===== src/rtl/g5_apblink_pkg.sv =====
// Shared constants and types for the APBLink requester arbiter.
package g5_apblink_pkg;

    localparam int ADDR_W = 26;
    localparam int DATA_W = 32;
    localparam int STRB_W = 4;
    localparam int CNT_W  = 16;

    typedef enum logic [1:0] {
        ST_IDLE   = 2'd0,
        ST_SETUP  = 2'd1,
        ST_ACCESS = 2'd2,
        ST_DRAIN  = 2'd3
    } state_e;

    // One requester's command payload as forwarded downstream.
    typedef struct packed {
        logic              write;
        logic [STRB_W-1:0] strb;
        logic [ADDR_W-1:0] addr;
        logic [DATA_W-1:0] wdata;
    } apb_cmd_t;

    // True whenever a downstream transfer is owned by some requester.
    function automatic logic is_active(state_e s);
        return s != ST_IDLE;
    endfunction

endpackage


===== src/rtl/g5_apblink_arb_if.sv =====
// Bus bundle between the requesters, the arbiter and the APBLink master.
// slave: the arbiter's view. master: the surrounding system's view.
interface g5_apblink_arb_if #(parameter int NREQ = 2);
    import g5_apblink_pkg::*;

    // Requester side, packed per requester (requester i in slice i).
    logic [NREQ-1:0]        s_psel;
    logic [NREQ-1:0]        s_penable;
    logic [NREQ-1:0]        s_pwrite;
    logic [STRB_W*NREQ-1:0] s_pstrb;
    logic [ADDR_W*NREQ-1:0] s_paddr;
    logic [DATA_W*NREQ-1:0] s_pwdata;
    logic [DATA_W*NREQ-1:0] s_prdata;
    logic [NREQ-1:0]        s_pready;
    logic [NREQ-1:0]        s_pslverr;

    // Downstream side toward the APBLink master.
    logic                   m_psel;
    logic                   m_penable;
    logic                   m_pwrite;
    logic [STRB_W-1:0]      m_pstrb;
    logic [ADDR_W-1:0]      m_paddr;
    logic [DATA_W-1:0]      m_pwdata;
    logic [DATA_W-1:0]      m_prdata;
    logic                   m_pready;
    logic                   m_pslverr;

    modport slave (
        input  s_psel, s_penable, s_pwrite, s_pstrb, s_paddr, s_pwdata,
        output s_prdata, s_pready, s_pslverr,
        output m_psel, m_penable, m_pwrite, m_pstrb, m_paddr, m_pwdata,
        input  m_prdata, m_pready, m_pslverr
    );

    modport master (
        output s_psel, s_penable, s_pwrite, s_pstrb, s_paddr, s_pwdata,
        input  s_prdata, s_pready, s_pslverr,
        input  m_psel, m_penable, m_pwrite, m_pstrb, m_paddr, m_pwdata,
        output m_prdata, m_pready, m_pslverr
    );

endinterface


===== src/rtl/g5_apblink_arb_rr.sv =====
// Combinational round-robin picker: the first requester found when searching
// upward from (last + 1) mod NREQ wins; the result is one-hot or zero.
module g5_rr_arb #(
    parameter int  NREQ  = 2,
    localparam int IDX_W = $clog2(NREQ)
) (
    input  logic [NREQ-1:0]  req,
    input  logic [IDX_W-1:0] last,
    output logic [NREQ-1:0]  winner
);

    logic found;

    // Walk the candidates in priority order and keep the first requester.
    always_comb begin
        // NOTE: every combinational output gets a default first so no latch is inferred.
        winner = '0;
        found  = 1'b0;
        for (int k = 1; k <= NREQ; k++) begin
            for (int i = 0; i < NREQ; i++) begin
                if (!found && req[i] && (i == (int'(last) + k) % NREQ)) begin
                    winner[i] = 1'b1;
                    found     = 1'b1;
                end
            end
        end
    end

endmodule


===== src/rtl/g5_apblink_arb.sv =====
// Arbitrates NREQ APB requesters onto one APBLink master port with
// round-robin fairness and an ACCESS-phase timeout that answers the
// requester with an error and then drains the stuck downstream transfer.
module g5_apblink_arb
    import g5_apblink_pkg::*;
#(
    parameter int NREQ    = 2,
    parameter int TIMEOUT = 1024
) (
    input  logic             pclk,
    input  logic             preset_b,
    g5_apblink_arb_if.slave  bus,
    output logic [NREQ-1:0]  grant,
    output logic             busy,
    output logic             to_pulse
);

    localparam int                IDX_W    = $clog2(NREQ);
    localparam logic [CNT_W-1:0]  CNT_LAST = CNT_W'(TIMEOUT - 1);

    state_e            state_q, state_d;
    logic [NREQ-1:0]   grant_q, grant_d;
    logic [IDX_W-1:0]  last_q, last_d;
    logic [CNT_W-1:0]  cnt_q, cnt_d;
    logic [NREQ-1:0]   winner;
    logic [IDX_W-1:0]  winner_idx;
    apb_cmd_t          cmd;
    logic              tmo_hit;
    logic              s_penable_unused;

    // Requester-side PENABLE carries no information the arbiter needs.
    assign s_penable_unused = ^bus.s_penable;

    g5_rr_arb #(.NREQ(NREQ)) u_rr (
        .req    (bus.s_psel),
        .last   (last_q),
        .winner (winner)
    );

    // Convert the one-hot winner into the index remembered as last winner.
    always_comb begin
        winner_idx = '0;
        for (int i = 0; i < NREQ; i++) begin
            if (winner[i]) winner_idx = IDX_W'(i);
        end
    end

    // Select the granted requester's payload (zero when nobody is granted).
    always_comb begin
        cmd = '0;
        for (int i = 0; i < NREQ; i++) begin
            if (grant_q[i]) begin
                cmd.write = cmd.write | bus.s_pwrite[i];
                cmd.strb  = cmd.strb  | bus.s_pstrb[i*STRB_W +: STRB_W];
                cmd.addr  = cmd.addr  | bus.s_paddr[i*ADDR_W +: ADDR_W];
                cmd.wdata = cmd.wdata | bus.s_pwdata[i*DATA_W +: DATA_W];
            end
        end
    end

    assign tmo_hit = (cnt_q == CNT_LAST);

    // State, grant, last winner and ACCESS cycle counter registers.
    always_ff @(posedge pclk or negedge preset_b) begin
        if (!preset_b) begin
            state_q <= ST_IDLE;
            grant_q <= '0;
            last_q  <= IDX_W'(NREQ - 1);
            cnt_q   <= '0;
        end else begin
            // NOTE: sequential state uses non-blocking assignments so every flop samples pre-edge values.
            state_q <= state_d;
            grant_q <= grant_d;
            last_q  <= last_d;
            cnt_q   <= cnt_d;
        end
    end

    // Next-state logic: arbitrate in IDLE, count in ACCESS, wait out DRAIN.
    always_comb begin
        state_d = state_q;
        grant_d = grant_q;
        last_d  = last_q;
        cnt_d   = cnt_q;
        unique case (state_q)
            ST_IDLE: begin
                grant_d = '0;
                cnt_d   = '0;
                if (|bus.s_psel) begin
                    grant_d = winner;
                    last_d  = winner_idx;
                    state_d = ST_SETUP;
                end
            end
            ST_SETUP: begin
                cnt_d   = '0;
                state_d = ST_ACCESS;
            end
            ST_ACCESS: begin
                cnt_d = cnt_q + 1'b1;
                // A ready in the timeout cycle is a normal completion.
                if (bus.m_pready) begin
                    state_d = ST_IDLE;
                    grant_d = '0;
                    cnt_d   = '0;
                end else if (tmo_hit) begin
                    state_d = ST_DRAIN;
                end
            end
            ST_DRAIN: begin
                if (bus.m_pready) begin
                    state_d = ST_IDLE;
                    grant_d = '0;
                    cnt_d   = '0;
                end
            end
            default: state_d = ST_IDLE;
        endcase
    end

    // Downstream drive and the granted requester's completion response.
    always_comb begin
        bus.m_psel    = 1'b0;
        bus.m_penable = 1'b0;
        bus.m_pwrite  = 1'b0;
        bus.m_pstrb   = '0;
        bus.m_paddr   = '0;
        bus.m_pwdata  = '0;
        bus.s_pready  = '0;
        bus.s_pslverr = '0;
        bus.s_prdata  = '0;
        to_pulse      = 1'b0;

        if (is_active(state_q)) begin
            bus.m_psel    = 1'b1;
            bus.m_penable = (state_q == ST_ACCESS) || (state_q == ST_DRAIN);
            bus.m_pwrite  = cmd.write;
            bus.m_pstrb   = cmd.strb;
            bus.m_paddr   = cmd.addr;
            bus.m_pwdata  = cmd.wdata;
        end

        // DRAIN answers nobody: its response was already replaced by the timeout error.
        if ((state_q == ST_ACCESS) && (bus.m_pready || tmo_hit)) begin
            for (int i = 0; i < NREQ; i++) begin
                if (grant_q[i]) begin
                    bus.s_pready[i]  = 1'b1;
                    bus.s_pslverr[i] = bus.m_pready ? bus.m_pslverr : 1'b1;
                    bus.s_prdata[i*DATA_W +: DATA_W] = bus.m_pready ? bus.m_prdata : '0;
                end
            end
            to_pulse = !bus.m_pready;
        end
    end

    assign grant = grant_q;
    assign busy  = is_active(state_q);

endmodule


===== src/flat_wrapper.sv =====
// flat-port wrapper written by rule: the top's interface ports become plain ports
module g5_apblink_arb_flat import g5_apblink_pkg::*;
#(
    parameter int NREQ    = 2,
    parameter int TIMEOUT = 1024
)
  (pclk, preset_b, grant, busy, to_pulse, bus_s_psel, bus_s_penable, bus_s_pwrite, bus_s_pstrb, bus_s_paddr, bus_s_pwdata, bus_s_prdata, bus_s_pready, bus_s_pslverr, bus_m_psel, bus_m_penable, bus_m_pwrite, bus_m_pstrb, bus_m_paddr, bus_m_pwdata, bus_m_prdata, bus_m_pready, bus_m_pslverr);
  g5_apblink_arb_if #(.NREQ(NREQ)) bus_i ();
  input  logic pclk;
  input  logic preset_b;
  output logic [NREQ-1:0] grant;
  output logic busy;
  output logic to_pulse;
  input wire logic [$bits(bus_i.s_psel)-1:0] bus_s_psel;
  input wire logic [$bits(bus_i.s_penable)-1:0] bus_s_penable;
  input wire logic [$bits(bus_i.s_pwrite)-1:0] bus_s_pwrite;
  input wire logic [$bits(bus_i.s_pstrb)-1:0] bus_s_pstrb;
  input wire logic [$bits(bus_i.s_paddr)-1:0] bus_s_paddr;
  input wire logic [$bits(bus_i.s_pwdata)-1:0] bus_s_pwdata;
  output wire logic [$bits(bus_i.s_prdata)-1:0] bus_s_prdata;
  output wire logic [$bits(bus_i.s_pready)-1:0] bus_s_pready;
  output wire logic [$bits(bus_i.s_pslverr)-1:0] bus_s_pslverr;
  output wire logic [$bits(bus_i.m_psel)-1:0] bus_m_psel;
  output wire logic [$bits(bus_i.m_penable)-1:0] bus_m_penable;
  output wire logic [$bits(bus_i.m_pwrite)-1:0] bus_m_pwrite;
  output wire logic [$bits(bus_i.m_pstrb)-1:0] bus_m_pstrb;
  output wire logic [$bits(bus_i.m_paddr)-1:0] bus_m_paddr;
  output wire logic [$bits(bus_i.m_pwdata)-1:0] bus_m_pwdata;
  input wire logic [$bits(bus_i.m_prdata)-1:0] bus_m_prdata;
  input wire logic [$bits(bus_i.m_pready)-1:0] bus_m_pready;
  input wire logic [$bits(bus_i.m_pslverr)-1:0] bus_m_pslverr;
  assign bus_i.s_psel = bus_s_psel;
  assign bus_i.s_penable = bus_s_penable;
  assign bus_i.s_pwrite = bus_s_pwrite;
  assign bus_i.s_pstrb = bus_s_pstrb;
  assign bus_i.s_paddr = bus_s_paddr;
  assign bus_i.s_pwdata = bus_s_pwdata;
  assign bus_s_prdata = bus_i.s_prdata;
  assign bus_s_pready = bus_i.s_pready;
  assign bus_s_pslverr = bus_i.s_pslverr;
  assign bus_m_psel = bus_i.m_psel;
  assign bus_m_penable = bus_i.m_penable;
  assign bus_m_pwrite = bus_i.m_pwrite;
  assign bus_m_pstrb = bus_i.m_pstrb;
  assign bus_m_paddr = bus_i.m_paddr;
  assign bus_m_pwdata = bus_i.m_pwdata;
  assign bus_i.m_prdata = bus_m_prdata;
  assign bus_i.m_pready = bus_m_pready;
  assign bus_i.m_pslverr = bus_m_pslverr;
  g5_apblink_arb #(.NREQ(NREQ), .TIMEOUT(TIMEOUT)) u_core (.pclk(pclk), .preset_b(preset_b), .bus(bus_i), .grant(grant), .busy(busy), .to_pulse(to_pulse));
endmodule

===== config.mk =====
export PLATFORM = sky130hd
export DESIGN_NAME = g5_apblink_arb_flat
export DESIGN_NICKNAME = d
export VERILOG_FILES = /design/src/rtl/g5_apblink_pkg.sv /design/src/rtl/g5_apblink_arb_if.sv /design/src/rtl/g5_apblink_arb_rr.sv /design/src/rtl/g5_apblink_arb.sv /design/src/flat_wrapper.sv
export SDC_FILE = /design/constraint.sdc
export NUM_CORES = 1
export LEC_CHECK = 0
export ABC_CLOCK_PERIOD_IN_PS = 2780
export CORE_AREA = 2 2 117 119
export DETAILED_ROUTE_END_ITERATION = 10
export DIE_AREA = 0 0 119 121
export SYNTH_ARGS = -nofsm -noshare
export SYNTH_HDL_FRONTEND = slang
export SYNTH_SLANG_ARGS = --single-unit

===== constraint.sdc =====
create_clock -name pclk -period 2.78 [get_ports pclk]
set_clock_uncertainty 0.2 [all_clocks]
set_input_delay 0.556 -clock pclk [delete_from_list [all_inputs] [get_ports pclk]]
set_output_delay 0.556 -clock pclk [all_outputs]
set_load 0.05 [all_outputs]

==> flow_metrics.py, run 1 <==
metrics = {
    "critical_path": {
        "crit_chain": "or4_4 -> or4_4 -> o21ai_4 -> and3_4 -> buf_12",
        "cpPeakStageDelay_ps": 540,
        "crit_fanout": 3,
        "crit_top_cell": "or4_4",
        "end_kind": "output pin",
        "r2r_end": "u_core.cnt_q[10]$_DFFE_PN0P_",
        "path_class": "flop to output pin",
        "cp_slowest_cell": "or4_4",
        "reg2reg_slack_ps": 930,
        "cp_data_arrival_time_ps": 2110,
        "start_kind": "flop",
        "r2r_cells": 5,
        "required_ps": 2020,
        "r2r_start": "u_core.cnt_q[0]$_DFFE_PN0P_",
    },
    "sta": {
        "slew_headroom": 0.588,
        "layout_min_cycle_time_ps": 2860,
        "final_hold_viol_count": 0,
        "tightest_slew_ps": 617,
        "grt_setup_unrepaired": "true",
        "final.setup.tns_ps": -175,
        "hold-worst-slack_ps": 333,
        "slew_viol_final": 0,
        "setup_viol": 3,
        "layout_setup_ws_ps": -81.4,
        "post-route-period-util": 1.03,
        "max_freq_mhz": 349,
    },
    "grt": {
        "grt_use_met1": 0.202,
        "gr-total-overflow": 0,
        "grt_pass1_vias": 3387,
        "top_usage_layer": "met2",
        "grt_pass1_wl_mm": 20.2,
        "grtUsageMet3": 0.0550,
        "grt_max_degree": 70,
        "grtUsageTotal": 0.179,
        "grt_util_met2": 0.336,
        "antenna_found_initial": 2,
    },
    "yosys": {
        "syn_nets": 503,
        "synth_top_area_frac": 0.214,
        "yosysUniqueCellTypes": 35,
        "postSynthCellCount": 336,
        "ys_ff_latch": 21,
        "synth_warnings": 0,
        "synth_ff_type": "dfrtp_1",
        "synth_edf_count": 0,
        "synth_top_area_cell": "dfrtp_1",
        "seq_area_frac_synth": 0.225,
        "avgSynthCellArea_um2": 6.96,
        "synthArstFlopShare": 1.00,
        "yosys-top-cells-area": "dfrtp_1, a22oi_1, and2_1",
        "synth.cell_area_um2": 2340,
    },
    "floorplanning": {
        "die_y_um": 121,
        "pin_count": 303,
        "initial_core_util": 0.179,
        "rows": 42,
        "die_w_um": 119,
        "dieArea_um2": 14400,
        "coreArea_um2": 13100,
    },
    "cts": {
        "cts_buffer_depth": 2,
        "cts_tree": "done",
        "cts.sinks": 21,
        "clk-insertion-delay-late_ps": 250,
        "numCtsBuffers": 3,
        "cts-root-buf": "clkbuf_16",
        "htreeDepth": 1,
        "clkTransAtPathRegs_ps": 50,
        "cts_hold_buf": 0,
    },
    "place": {
        "port_buffers": 300,
        "placed_cell_area_um2": 6350,
        "place_congestion": 0.805,
        "dp_hpwl_mm": 11.3,
    },
    "finish": {
        "multiInputGateArea_um2": 1820,
        "regArea_um2": 529,
        "final_core_util": 0.503,
        "post-route-cell-area_um2": 6580,
        "drive_above_1_share": 0.337,
        "fillCellCount": 1168,
        "n_antenna_cell": 0,
        "nNetsFinal": 797,
        "areaGrowthSynthToFinish_pct": 181,
    },
    "power_and_ir_drop": {
        "pwr_density_cell_nw_per_um2": 709,
        "irDropWorstVdd_uv": 588,
        "power_leakage_uw": 0.00268,
        "p_switching_uw": 2680,
        "p_clk_frac": 0.065,
        "p_sw_frac": 0.575,
        "combPwrFrac": 0.843,
        "intPower_uw": 1980,
        "p_seq_frac": 0.092,
    },
    "detailed_routing": {
        "wl_per_cell_um": 17.8,
        "via_per_inst": 4.47,
        "routed_wirelength_mm": 14.3,
        "first_pass_iters": 5,
        "drcViolationCount": 0,
        "antenna_left": 0,
        "via_count": 3599,
        "drt_iter0_markers": 170,
    },
    "run_status": {
        "violations": "negative setup slack",
        "status": "complete, but fails checks",
    },
    "job": {
        "cap_violations": 0,
    },
    "min_path": {
        "whs_endpoint": "u_core.last_q$_DFFE_PN1P_",
        "hp-class": "flop to flop",
        "hp-start": "u_core.last_q$_DFFE_PN1P_",
        "hold_depth": 2,
    },
}
layout make-up:
class | instances | share of cell area
sequential | 21 | 0.0805
inverter | 3 | 0.00171
timing repair buffer | 322 | 0.596
clock buffer | 4 | 0.0120
tap | 176 | 0.0335
multi-input combinational | 279 | 0.276
worst max path at each step:
stage,slack [ps],start,to
CTS,-100,u_core.cnt_q[10]$_DFFE_PN0P_,bus_s_pslverr[0]
floorplan,-7,u_core.grant[0]$_DFFE_PN0P_,bus_m_pwdata[27]
global route,-120,u_core.cnt_q[12]$_DFFE_PN0P_,bus_s_pslverr[0]
finish,-80,u_core.cnt_q[12]$_DFFE_PN0P_,bus_s_pslverr[0]
detailed placement,20,bus_m_pready,bus_s_pslverr[0]
global placement,20,bus_m_pready,bus_s_pslverr[1]
per-stage QoR:
stage	instances	worst slack, ps	power [uW]
CTS	801	-97.0	4660
finish	805	-81.4	4660
global placement	792	15.7	4320
detailed placement	792	17.8	4350
global route	805	-120	4870
floorplan	336	-6.90	2810
power by group through the flow:
stage | registers (uW) | logic, uW | clock network [uW]
6_report | 429 | 3930 | 303
5_1_grt | 439 | 4110 | 326
4_1_cts | 428 | 3920 | 312
3_5_place_dp | 433 | 3910 | 0
3_3_place_gp | 433 | 3890 | 0
2_1_floorplan | 425 | 2380 | 0
sequential cells by signal (all words and copies together) (netlist names):
signal and count:
u_core.state_q 2, u_core.last_q 1, u_core.grant 2, u_core.cnt_q 16
timing repair:
action / CTS / global route
gates resized for setup: 4 / 11
setup buffers: 5 / 2
setup endpoints to repair: 3 / 18
gates cloned: 0 / 2
pin swaps: 7 / 4
layout by cell type, fill, tap and decap left out, types with 5 or more instances in the layout:
master	netlist	final
clkdlybuf4s50_1	0	166
buf_12	0	84
buf_4	1	70
a22oi_1	63	63
and2_1	64	57
nor2_1	82	48
nor2_2	0	33
dfrtp_1	20	18
xnor2_1	10	10
and2_4	0	7
nand2_1	5	5
nor4_1	5	5
nand3_1	5	5
clkbuf_16	0	5
logic make-up after synthesis:
group	synth area share
mux	0.00428
compound gates	0.237
xor+xnor	0.0524
flops	0.225
fa+ha+maj	0.00535
simple gates	0.416
buf+inv	0.0594
critical path: cells and delay by family (launching register included):
family | cells | cell delay (ps)
AOI/OAI and AO/OA | 1 | 150
buffers and inverters | 1 | 130
DFF | 1 | 370
and+or+nand+nor | 3 | 1190
cell usage after synthesis, drive strengths merged (2+ instances only):
cell type	instances
a21oi	4
a22oi	63
a32o	2
and2	64
and3	6
buf	5
clkbuf	28
dfrtp	20
inv	3
nand2	5
nand2b	3
nand3	5
nand4	3
nand4b	2
nor2	82
nor2b	2
nor3	3
nor3b	2
nor4	5
o211a	2
o21ai	3
or4	3
xnor2	10
xor2	4
routing by layer:
metal	share of wire	up-vias
li1	-	1759
met2	0.53	141
met3	0.076	19
met1	0.38	1676
met4	0.013	4
met5	0.0019	-
(Power assumes the default switching activity.)
==> run 2: changes to the inputs <==
--- a/config.mk
+++ b/config.mk
@@ -9,6 +9,7 @@
 export CORE_AREA = 2 2 117 119
 export DETAILED_ROUTE_END_ITERATION = 10
 export DIE_AREA = 0 0 119 121
+export PLACE_DENSITY = 0.66
 export SYNTH_ARGS = -nofsm -noshare
 export SYNTH_HDL_FRONTEND = slang
 export SYNTH_SLANG_ARGS = --single-unit
==> flow_metrics.py, run 2 (synthesized netlist as in run 1, its figures left out) <==
metrics = {
    "run_status": {
        "status": "complete, but fails checks",
        "violations": "negative setup slack",
    },
    "power_and_ir_drop": {
        "intPower_uw": 1840,
        "finalPower_uw": 4480,
        "power_leakage_uw": 0.00262,
        "p_sw_frac": 0.589,
        "p_seq_frac": 0.100,
        "p_switching_uw": 2640,
        "pwr_density_cell_nw_per_um2": 704,
        "p_clk_frac": 0.066,
        "irDropWorstVdd_uv": 523,
        "combPwrFrac": 0.834,
    },
    "place": {
        "place_congestion": 0.796,
        "dp_cells": 794,
        "dp_hpwl_mm": 10.8,
        "port_buffers": 300,
    },
    "detailed_routing": {
        "first_pass_iters": 4,
        "wl_per_cell_um": 16.3,
        "routed_wirelength_mm": 13.1,
        "antenna_left": 0,
        "drcViolationCount": 0,
        "drt_iter0_markers": 142,
        "via_count": 3630,
        "via_per_inst": 4.52,
    },
    "sta": {
        "max_freq_mhz": 346,
        "post-route-period-util": 1.04,
        "final_hold_viol_count": 0,
        "grt_setup_unrepaired": "true",
        "tightest_slew_ps": 595,
        "hold-worst-slack_ps": 332,
        "setup_viol": 2,
        "slew_headroom": 0.603,
        "slew_viol_final": 0,
        "layout_min_cycle_time_ps": 2890,
        "layout_setup_ws_ps": -112,
    },
    "critical_path": {
        "r2r_start": "u_core.cnt_q[0]$_DFFE_PN0P_",
        "r2r_cells": 5,
        "required_ps": 2020,
        "end_kind": "output pin",
        "crit_fanout": 3,
        "start_kind": "flop",
        "path_class": "flop to output pin",
        "cp_data_arrival_time_ps": 2140,
        "r2r_end": "u_core.cnt_q[10]$_DFFE_PN0P_",
        "reg2reg_slack_ps": 980,
    },
    "grt": {
        "grt_util_met2": 0.306,
        "grtUsageMet3": 0.0291,
        "grt_use_met1": 0.206,
        "grt_max_degree": 58,
        "grtUsageTotal": 0.167,
        "grt_pass1_vias": 3545,
        "top_usage_layer": "met2",
        "grt_pass1_wl_mm": 19.3,
        "gr-total-overflow": 0,
        "antenna_found_initial": 0,
    },
    "floorplanning": {
        "rows": 42,
        "die_w_um": 119,
        "pin_count": 303,
        "die_y_um": 121,
        "initial_core_util": 0.179,
        "dieArea_um2": 14400,
        "coreArea_um2": 13100,
    },
    "finish": {
        "drive_above_1_share": 0.327,
        "areaGrowthSynthToFinish_pct": 172,
        "regMostFlops": "u_core.cnt_q",
        "largest_register_ff_count": 16,
        "fillCellCount": 1187,
        "layout_commonest_cell": "clkdlybuf4s50_1",
        "n_antenna_cell": 0,
        "fin_cells": 803,
        "nNetsFinal": 795,
        "final_cell_mix": "clkdlybuf4s50_1, buf_4, buf_12",
    },
    "cts": {
        "clk-insertion-delay-late_ps": 250,
        "htreeDepth": 1,
        "cts.sinks": 21,
        "cts_hold_buf": 0,
        "clkTransAtPathRegs_ps": 60,
        "cts_buffer_depth": 2,
        "numCtsBuffers": 3,
        "cts_tree": "done",
        "cts-root-buf": "clkbuf_16",
    },
    "min_path": {
        "hp-start": "u_core.last_q$_DFFE_PN1P_",
        "hold_depth": 2,
        "whs_endpoint": "u_core.last_q$_DFFE_PN1P_",
        "hp-class": "flop to flop",
    },
    "job": {
        "cap_violations": 0,
    },
}
[run 2: layout make-up]
class | instances | area, um^2 | share of cell area
timing repair buffer | 320 | 3730 | 0.586
multi-input combinational | 279 | 1790 | 0.282
sequential | 21 | 529 | 0.0832
tap | 176 | 220 | 0.0346
clock buffer | 3 | 75.1 | 0.0118
inverter | 3 | 11.3 | 0.00177
clock inverter | 1 | 5.00 | 0.000787
[run 2: repair_timing]
item | in CTS | in global routing
gates resized for setup | 0 | 6
cloned | 0 | 0
pin swaps | 2 | 2
buffers inserted | 2 | 3
endpoints found under the setup margin | 3 | 4
[run 2: through the flow]
step	utilization	TNS, ps	instance area, um^2	setup WS [ps]
3_5_place_dp	0.475	0	6220	31.4
4_1_cts	0.483	-294	6320	-144
2_1_floorplan	-	-27.6	2430	-6.90
6_report	0.486	-221	6360	-112
3_3_place_gp	0.475	0	6220	24.1
5_1_grt	0.486	-387	6360	-180
[run 2: worst max-delay path: stages, from the launching register on]
cell,delay (ps)
dfrtp_1,380
or4_4,550
or4_4,490
o21ai_2,140
and3_4,210
buf_12,130
[run 2: how the worst max path moves through the flow]
stage | start | endpoint | slack (ps) | cells after the start
6_report | u_core.cnt_q[12]$_DFFE_PN0P_ | bus_s_pslverr[0] | -110 | 5
5_1_grt | u_core.cnt_q[12]$_DFFE_PN0P_ | bus_s_pslverr[0] | -180 | 5
4_1_cts | u_core.cnt_q[12]$_DFFE_PN0P_ | bus_s_pslverr[0] | -140 | 5
3_5_place_dp | bus_m_pready | bus_s_pslverr[0] | 30 | 5
3_3_place_gp | bus_m_pready | bus_s_pslverr[0] | 20 | 5
2_1_floorplan | u_core.grant[0]$_DFFE_PN0P_ | bus_m_pwdata[27] | -7 | 4
[run 2: per-layer routing]
layer,vias to the layer above,part of all wire
met3,10,0.068
li1,1752,-
met1,1691,0.40
met5,-,0
met4,0,0.016
met2,177,0.52
[run 2: power by group through the flow]
stage / combinational, uW / sequential (uW) / clock (uW)
finish: 3730 / 450 / 294
CTS: 3760 / 454 / 302
floorplan: 2380 / 425 / 0
detailed placement: 3750 / 458 / 0
global route: 3910 / 465 / 326
global placement: 3710 / 457 / 0
